[config.mk]
export PLATFORM = sky130hd
export DESIGN_NAME = ether_tx
export DESIGN_NICKNAME = d
export VERILOG_FILES = /design/src/rtl/ether_tx.sv
export SDC_FILE = /design/constraint.sdc
export NUM_CORES = 1
export LEC_CHECK = 0
export CORE_MARGIN = 2
export CORE_UTILIZATION = 55
export DETAILED_ROUTE_END_ITERATION = 8
export PLACE_DENSITY = 0.76
export SYNTH_ARGS = -nofsm -noshare
export SYNTH_HDL_FRONTEND = slang
export SYNTH_SLANG_ARGS = --single-unit
[constraint.sdc]
create_clock -name clk -period 7.95 [get_ports clk]
set_input_delay 1.59 -clock clk [delete_from_list [all_inputs] [get_ports clk]]
set_output_delay 1.59 -clock clk [all_outputs]
set_load 0.01 [all_outputs]
[src/rtl/ether_tx.sv]
// RMII transmit framer: one 32-bit payload word per frame, serialized two bits per clock
// with preamble/SFD, MAC header, EtherType, payload, reflected CRC-32 FCS and an inter-frame gap.
module ether_tx #(
    parameter logic [47:0] DST_MAC   = 48'hFF_FF_FF_FF_FF_FF,
    parameter logic [47:0] SRC_MAC   = 48'h69_69_69_69_69_69,
    parameter logic [15:0] ETHERTYPE = 16'h6969
) (
    input  logic        clk,
    input  logic        rst,
    input  logic        axiiv,
    input  logic [31:0] axiid,
    output logic        busy,
    output logic        txen,
    output logic [1:0]  txd
);

    typedef enum logic [2:0] {
        IDLE,
        PREAMBLE,
        DST,
        SRC,
        ETYPE,
        DATA,
        FCS,
        GAP
    } state_t;

    state_t      state_reg, state_next;
    logic [5:0]  cnt_reg, cnt_next;
    logic [31:0] data_reg, data_next;
    logic [31:0] crc_reg, crc_next;
    logic        txen_reg, txen_next;
    logic [1:0]  txd_reg, txd_next;

    // Field is left-aligned in 48 bits; bytes go out MSB-first, bits within a byte LSB-first.
    function automatic logic [1:0] field_dibit(input logic [47:0] field, input logic [4:0] idx);
        logic [47:0] shifted;
        logic [7:0]  byte_sel;
        shifted  = field << {idx[4:2], 3'b000};
        byte_sel = shifted[47:40] >> {idx[1:0], 1'b0};
        return byte_sel[1:0];
    endfunction

    function automatic logic [31:0] crc_step(input logic [31:0] crc, input logic [1:0] dibit);
        logic [31:0] r;
        r = crc;
        for (int i = 0; i < 2; i++) begin
            r = (r >> 1) ^ ((r[0] ^ dibit[i]) ? 32'hEDB8_8320 : 32'h0000_0000);
        end
        return r;
    endfunction

    always_comb begin
        state_next = state_reg;
        cnt_next   = cnt_reg + 6'd1;
        data_next  = data_reg;
        crc_next   = crc_reg;
        txen_next  = 1'b0;
        txd_next   = 2'b00;

        case (state_reg)
            IDLE: begin
                cnt_next = 6'd0;
                if (axiiv) begin
                    state_next = PREAMBLE;
                    data_next  = axiid;
                    crc_next   = 32'hFFFF_FFFF;
                end
            end
            PREAMBLE: if (cnt_reg == 6'd31) begin state_next = DST;   cnt_next = 6'd0; end
            DST:      if (cnt_reg == 6'd23) begin state_next = SRC;   cnt_next = 6'd0; end
            SRC:      if (cnt_reg == 6'd23) begin state_next = ETYPE; cnt_next = 6'd0; end
            ETYPE:    if (cnt_reg == 6'd7)  begin state_next = DATA;  cnt_next = 6'd0; end
            DATA:     if (cnt_reg == 6'd15) begin state_next = FCS;   cnt_next = 6'd0; end
            FCS:      if (cnt_reg == 6'd15) begin state_next = GAP;   cnt_next = 6'd0; end
            GAP:      if (cnt_reg == 6'd46) begin state_next = IDLE;  cnt_next = 6'd0; end
            default: begin
                state_next = IDLE;
                cnt_next   = 6'd0;
            end
        endcase

        // Outputs are registered, so the dibit for the upcoming state/count is chosen here.
        case (state_next)
            PREAMBLE: begin
                txen_next = 1'b1;
                txd_next  = (cnt_next == 6'd31) ? 2'b11 : 2'b01;
            end
            DST: begin
                txen_next = 1'b1;
                txd_next  = field_dibit(DST_MAC, cnt_next[4:0]);
                crc_next  = crc_step(crc_reg, txd_next);
            end
            SRC: begin
                txen_next = 1'b1;
                txd_next  = field_dibit(SRC_MAC, cnt_next[4:0]);
                crc_next  = crc_step(crc_reg, txd_next);
            end
            ETYPE: begin
                txen_next = 1'b1;
                txd_next  = field_dibit({ETHERTYPE, 32'h0000_0000}, cnt_next[4:0]);
                crc_next  = crc_step(crc_reg, txd_next);
            end
            DATA: begin
                txen_next = 1'b1;
                txd_next  = field_dibit({data_reg, 16'h0000}, cnt_next[4:0]);
                crc_next  = crc_step(crc_reg, txd_next);
            end
            FCS: begin
                // CRC register is frozen here; the count selects which complemented pair goes out.
                txen_next = 1'b1;
                txd_next  = ~crc_reg[{cnt_next[3:0], 1'b0} +: 2];
            end
            default: begin
                txen_next = 1'b0;
                txd_next  = 2'b00;
            end
        endcase
    end

    always_ff @(posedge clk) begin
        if (rst) begin
            state_reg <= IDLE;
            cnt_reg   <= 6'd0;
            data_reg  <= 32'h0000_0000;
            crc_reg   <= 32'h0000_0000;
            txen_reg  <= 1'b0;
            txd_reg   <= 2'b00;
        end else begin
            state_reg <= state_next;
            cnt_reg   <= cnt_next;
            data_reg  <= data_next;
            crc_reg   <= crc_next;
            txen_reg  <= txen_next;
            txd_reg   <= txd_next;
        end
    end

    assign busy = (state_reg != IDLE);
    assign txen = txen_reg;
    assign txd  = txd_reg;

endmodule

Yosys cells after proc, flatten, opt, wreduce, memory -nomap -nowiden
Cells that the tools add are included.
{"block": "word_totals", "ff_bits": 76, "latch_bits": 0, "ram_bits": 0, "romBits": 0, "memories": 0}
{"block": "op_classes", "n_addsub": 1, "mul": 0, "div": 0, "order_cmp": 0, "n_eq_ne": 19, "shift": 9, "n_mux": 29, "n_bitwise": 17, "n_reduce_logical": 9}
{"op": "$mux 32", "count": 10}
{"op": "$xor 31x32->32", "count": 8}
{"op": "$pmux 32 s4", "count": 1}
{"op": "$shl 47x6->48 const A", "count": 2}
{"op": "$shl 48x6->48", "count": 1}
{"op": "$shl 48x6->48 const A", "count": 1}
{"op": "$pmux 6 s6", "count": 1}
{"op": "$shiftx 32x6->2", "count": 1}
{"op": "$shr 8x3->2", "count": 4}
{"op": "$mux 6", "count": 5}
{"op": "$mux 3", "count": 8}
{"op": "$pmux 3 s8", "count": 1}
{"op": "$eq 3x3->1 const B", "count": 7}
{"op": "$eq 6x5->1 const B", "count": 3}
{"op": "$eq 3x2->1 const B", "count": 4}
{"op": "$pmux 2 s6", "count": 1}
{"op": "$reduce_bool 5->1", "count": 2}
{"op": "$xor 1x1->1", "count": 8}
{"op": "$add 6x1->6 const B", "count": 1}
{"op": "$eq 3x1->1 const B", "count": 2}
{"op": "$eq 6x3->1 const B", "count": 1}
{"op": "$eq 6x4->1 const B", "count": 1}
{"op": "$eq 6x6->1 const B", "count": 1}
{"op": "$reduce_or 6->1", "count": 1}
{"op": "7 further kinds", "count": 9}

Logic depth before layout (Yosys ltp)
{"block": "logic_depth", "word_depth": 12, "ltp_mapped": 15, "mapped_depth_nobuf": 12}

Worst setup path before layout
No wires, ideal clock.
{"block": "synth_path", "path_type": "register to register", "from": "register cnt_reg[0]", "to": "register crc_reg[26]", "setup_ns": 0.086, "arrival_ns": 3.072, "path_slack_ns": 4.792, "path_stages_with_launch": 14, "period_less_slack_ns": 3.158, "cell_sequence": "dfxtp_1 -> buf_2 -> inv_1 -> ha_1 -> nand2_2 -> or4_4 -> a31oi_1 -> a221oi_1 -> a31oi_1 -> o32ai_1 -> or4_1 -> o221ai_2 -> nand2_2 -> a221oi_2"}
{"block": "synth_via", "elab_chain_len": 10}
{"item": "from (decl)", "line_no": "29", "rtl": "logic [5:0] cnt_reg, cnt_next;"}
{"item": "from (signal assigned)", "line_no": "131", "rtl": "cnt_reg <= cnt_next;"}
{"item": "$add 6x1->6, or another cell as far along", "line_no": "55", "rtl": "cnt_next = cnt_reg + 6'd1;"}
{"item": "$mux 6 (on tied branches)"}
{"item": "$pmux 6 s6", "line_no": "61", "rtl": "case (state_reg)"}
{"item": "$shl 48x6->48 / $shl 47x6->48 (equally long branches)", "line_no": "39", "rtl": "shifted = field << {idx[4:2], 3'b000};"}
{"item": "$shr 8x3->2", "line_no": "40", "rtl": "byte_sel = shifted[47:40] >> {idx[1:0], 1'b0};"}
{"item": "$xor 1x1->1", "line_no": "48", "rtl": "r = (r >> 1) ^ ((r[0] ^ dibit[i]) ? 32'hEDB8_8320 : 32'h0000_0000);"}
{"item": "$mux 32", "line_no": "48"}
{"item": "$xor 31x32->32 (2 in series)", "line_no": "48"}
{"item": "$pmux 32 s4", "line_no": "84", "rtl": "case (state_next)"}
{"item": "to (signal assigned)", "line_no": "133", "rtl": "crc_reg <= crc_next;"}
{"item": "to (decl)", "line_no": "31", "rtl": "logic [31:0] crc_reg, crc_next;"}
Parallel ways exist; a longest one is shown, timed or not.
A chain may end at the register's enable or synchronous reset.

Worst setup path in the final report
{"block": "layout_path", "from": "register cnt_reg[0]", "to": "register crc_reg[19]"}
Same word-level chain as after synthesis.

==> reports/qor.txt <==
PWR
---------------------------------------------------------------------------------
Combinational power share                                                   16.3%
Net switching power figure                                               0.261 mW
Switching fraction of total power                                           29.8%
Leak                                                                      1.97 nW
Sequential cell fraction of total power                                     49.5%
IR Drop Worst-Case VDD                                                     105 uV
Internal portion of total power                                          0.615 mW
Clock power frac                                                            34.2%
Power Dens Cells                                                      172 nW/um^2

CLOCK TREE
---------------------------------------------------------------------------------
Maximum clock path buffer count                                                 2
TritonCTS clock tree                                                          yes
Number of hold-repair buffers added at the cts stage                            0
TritonCTS Sinks                                                                76
Number of H-tree levels                                                         3
Post-CTS Setup Repair Bufs                                                      0
CTS root buf                                                         sky130_fd_sc_hd__clkbuf_8
Clock buffers created by TritonCTS                                              9
Clk pin slew, worst setup/hold paths                                      0.08 ns
Count of cells resized by post-cts repair                                       0
Source-to-sink clock delay at the later pin of the worst-skew pair        0.36 ns

TIMING
---------------------------------------------------------------------------------
Post-route clock skew                                                  0.00757 ns
Final setup TNS                                                              0 ns
Measured slew at the worst slew-check pin                                0.851 ns
Final worst path period need                                              4.18 ns
Number of setup violations in the final report                                  0
Slew Viols, Final                                                               0
Hold violation count in the final report                                        0
Fmax achieved                                                           0.239 GHz
Period utilization                                                          52.6%
Setup repair after global routing missed its margin                            no
Rel. slew slack                                                             43.1%

DETAILED ROUTING
---------------------------------------------------------------------------------
DR iter-0 viols                                                               348
Number of vias per cell after detailed routing                               6.27
Via total after detailed routing                                             4245
Overall routed net length                                                12200 um
DRC violation count after routing                                               0
Detailed Routing Iterations Pass 1                                              6
Per-cell routed wire length                                               18.0 um
Remaining antenna violation count after routing                                 0

WORST SETUP PATH
---------------------------------------------------------------------------------
Maximum single-stage delay on the critical path                           0.66 ns
Data arrival time of the critical path                                    4.46 ns
Element type at the critical path start                                      flop
Cell family contributing the most delay on the critical path         simple AND/OR/NAND/NOR gates
Master of the slowest instance on the critical path                  sky130_fd_sc_hd__dfxtp_1
Cell Chain, Critical Path                                            ha_1, xor2_1, nand2_1, nor2_2, buf_4, mux2_2, a31oi_1, o32ai_1, or4_1, o221ai_2, nand2_2, a221oi_2
Buffers & Inverters on Critical Path                                            1
Crit Path Max Fanout                                                           16
Element type at the critical path end                                        flop
Setup Crit Path Kind                                                   reg -> reg
Required time reported for the critical path endpoint                     8.22 ns

HOLD PATH
---------------------------------------------------------------------------------
Kind of path behind the tightest hold check                            reg -> reg

FINAL LAYOUT
---------------------------------------------------------------------------------
Net total in the final layout                                                 605
Fraction of the core area covered by cells at the end of the flow           62.9%
Commonest cells after routing, fill and taps aside                   sky130_fd_sc_hd__nand2_1 (86), sky130_fd_sc_hd__nor2_1 (76), sky130_fd_sc_hd__dfxtp_1 (76), sky130_fd_sc_hd__a21oi_1 (47), sky130_fd_sc_hd__clkdlybuf4s50_1 (37)
Share of cells above drive strength 1                                       11.4%
Antenna diode instance count                                                    0
Commonest non-fill, non-tap cell in the layout                       sky130_fd_sc_hd__nand2_1
Post-synthesis to final-layout area growth                                  12.2%

FLOORPLANNING
---------------------------------------------------------------------------------
Initial core utilization                                                    56.0%
Placement row count                                                            33
Core ar.                                                                8090 um^2
Die height                                                                94.8 um
Die area                                                                8990 um^2
Top-Level Pins                                                                 39
Floorplan die width                                                       94.8 um

SYNTH
---------------------------------------------------------------------------------
Number of nets produced by synthesis                                          588
Synth Register Bits                                                            76
Post-Synthesis Cell Area                                                4530 um^2
Count of different cell masters after synthesis                                79
Count of mapped cells out of synthesis                                        551
Portion of the post-synthesis area used by sequential elements              33.6%
Area share of the largest cell type after synthesis                         33.6%
Largest area contributor in the synthesized netlist                  sky130_fd_sc_hd__dfxtp_1
Share of synthesized flip-flops with an asynchronous set or reset              0%
Average cell area after synthesis                                       8.23 um^2
Flip-flop cell with the highest count after synthesis                sky130_fd_sc_hd__dfxtp_1
Count of synthesis-stage warnings from yosys                                    0
EDFF count, synth                                                               0
Top post-synthesis cells by area                                     sky130_fd_sc_hd__dfxtp_1 (34%), sky130_fd_sc_hd__nand2_1 (7.1%), sky130_fd_sc_hd__nor2_1 (6.3%)

PLACE
---------------------------------------------------------------------------------
IO Port Bufs                                                                   38
Half-perimeter wire length after detailed placement                       8560 um
Global placer's final weighted congestion                                   0.946

GRT
---------------------------------------------------------------------------------
Antenna violations before repair                                                0
Global-route usage over all layers                                          28.1%
Total grt overflow                                                              0
Wire length of the first global-routing pass                             19700 um
Largest net degree at the start of global routing                              75
Vias in the first global route                                               3896

STATUS
---------------------------------------------------------------------------------
Status                                                               finished, final reports clean

FLOW RUN
---------------------------------------------------------------------------------
Number of max-cap violations                                                    0

[worst reg2reg max path, cell delays in order (launching register included)]
cell and delay [ns]:
sky130_fd_sc_hd__dfxtp_1 0.66, sky130_fd_sc_hd__ha_1 0.38, sky130_fd_sc_hd__xor2_1 0.21, sky130_fd_sc_hd__nand2_1 0.14, sky130_fd_sc_hd__nor2_2 0.31, sky130_fd_sc_hd__buf_4 0.35, sky130_fd_sc_hd__mux2_2 0.39, sky130_fd_sc_hd__a31oi_1 0.16
sky130_fd_sc_hd__o32ai_1 0.17, sky130_fd_sc_hd__or4_1 0.57, sky130_fd_sc_hd__o221ai_2 0.28, sky130_fd_sc_hd__nand2_2 0.20, sky130_fd_sc_hd__a221oi_2 0.28
[final cells by class]
cell class	count	area, um^2
repair buffers	44	420
fillers	735	3010
inverters	8	30.0
flip-flops and latches	76	1520
multi-input cells	429	2800
well taps	105	131
clock buffers	9	124
clock inverters	6	65.1
[power by group through the flow]
stage          Clock (mW)  Combinational (mW)  Sequential [mW]
2_1_floorplan           0               0.101            0.432
3_3_place_gp            0               0.137            0.441
3_5_place_dp            0               0.141            0.442
4_1_cts             0.301               0.142            0.433
5_1_grt             0.316               0.157            0.437
6_report            0.300               0.143            0.434
[path summary, 6_finish.rpt]
| path | cells past startpoint | slack [ns] | endpoint | from |
|---|---|---|---|---|
| setup / recovery | 12 | 3.77 | crc_reg[19] | cnt_reg[0] |
| hold / removal | 2 | 0.46 | data_reg[9] | data_reg[9] |
| setup reg to reg | 12 | 3.77 | crc_reg[19] | cnt_reg[0] |
| hold reg to reg | 2 | 0.46 | data_reg[9] | data_reg[9] |
[cells in the mapped netlist (all sizes together), types with 3 or more instances]
master / number
a2111oi: 6
a211oi: 19
a21boi: 4
a21o: 3
a21oi: 48
a221oi: 15
a311oi: 4
a31oi: 5
and2: 5
buf: 12
clkbuf: 26
dfxtp: 76
inv: 8
mux2: 9
mux2i: 25
nand2: 88
nand3: 8
nand4: 3
nor2: 77
nor2b: 5
nor3: 7
o211ai: 4
o21a: 5
o21ai: 12
o21bai: 15
o221ai: 4
o22ai: 4
o311a: 3
o32ai: 4
or4: 3
xnor2: 5
xor2: 4
[layer usage]
layer / global-route usage [%] / share of wire [%] / vias up
li1: - / - / 2047
met5: 0 / 0 / -
met3: 4.63 / 5.5 / 34
met2: 44.0 / 47 / 156
met1: 38.4 / 45 / 2008
met4: 11.7 / 2.7 / 0
[metrics by stage]
| step | hold slack, ns | setup WS, ns | area, um^2 | power (mW) | instances |
|---|---|---|---|---|---|
| detailed placement | 0.448 | 3.64 | 4900 | 0.583 | 662 |
| global route | 0.479 | 3.55 | 5090 | 0.911 | 677 |
| global placement | 0.443 | 3.67 | 4900 | 0.578 | 662 |
| floorplan | 0.433 | 4.79 | 4530 | 0.533 | 551 |
| CTS | 0.459 | 3.85 | 5090 | 0.876 | 677 |
| finish | 0.456 | 3.77 | 5090 | 0.876 | 677 |
[kinds of logic after synthesis]
family | synth area share [%]
AND/OR/NAND/NOR | 21.5
AO/OA/AOI/OAI | 30.1
flip-flops | 33.6
buffers and inverters | 4.80
multiplexers | 7.75
XOR/XNOR | 1.74
adder cells (fa/ha/maj) | 0.552
Power figures use the tool's default switching activity.
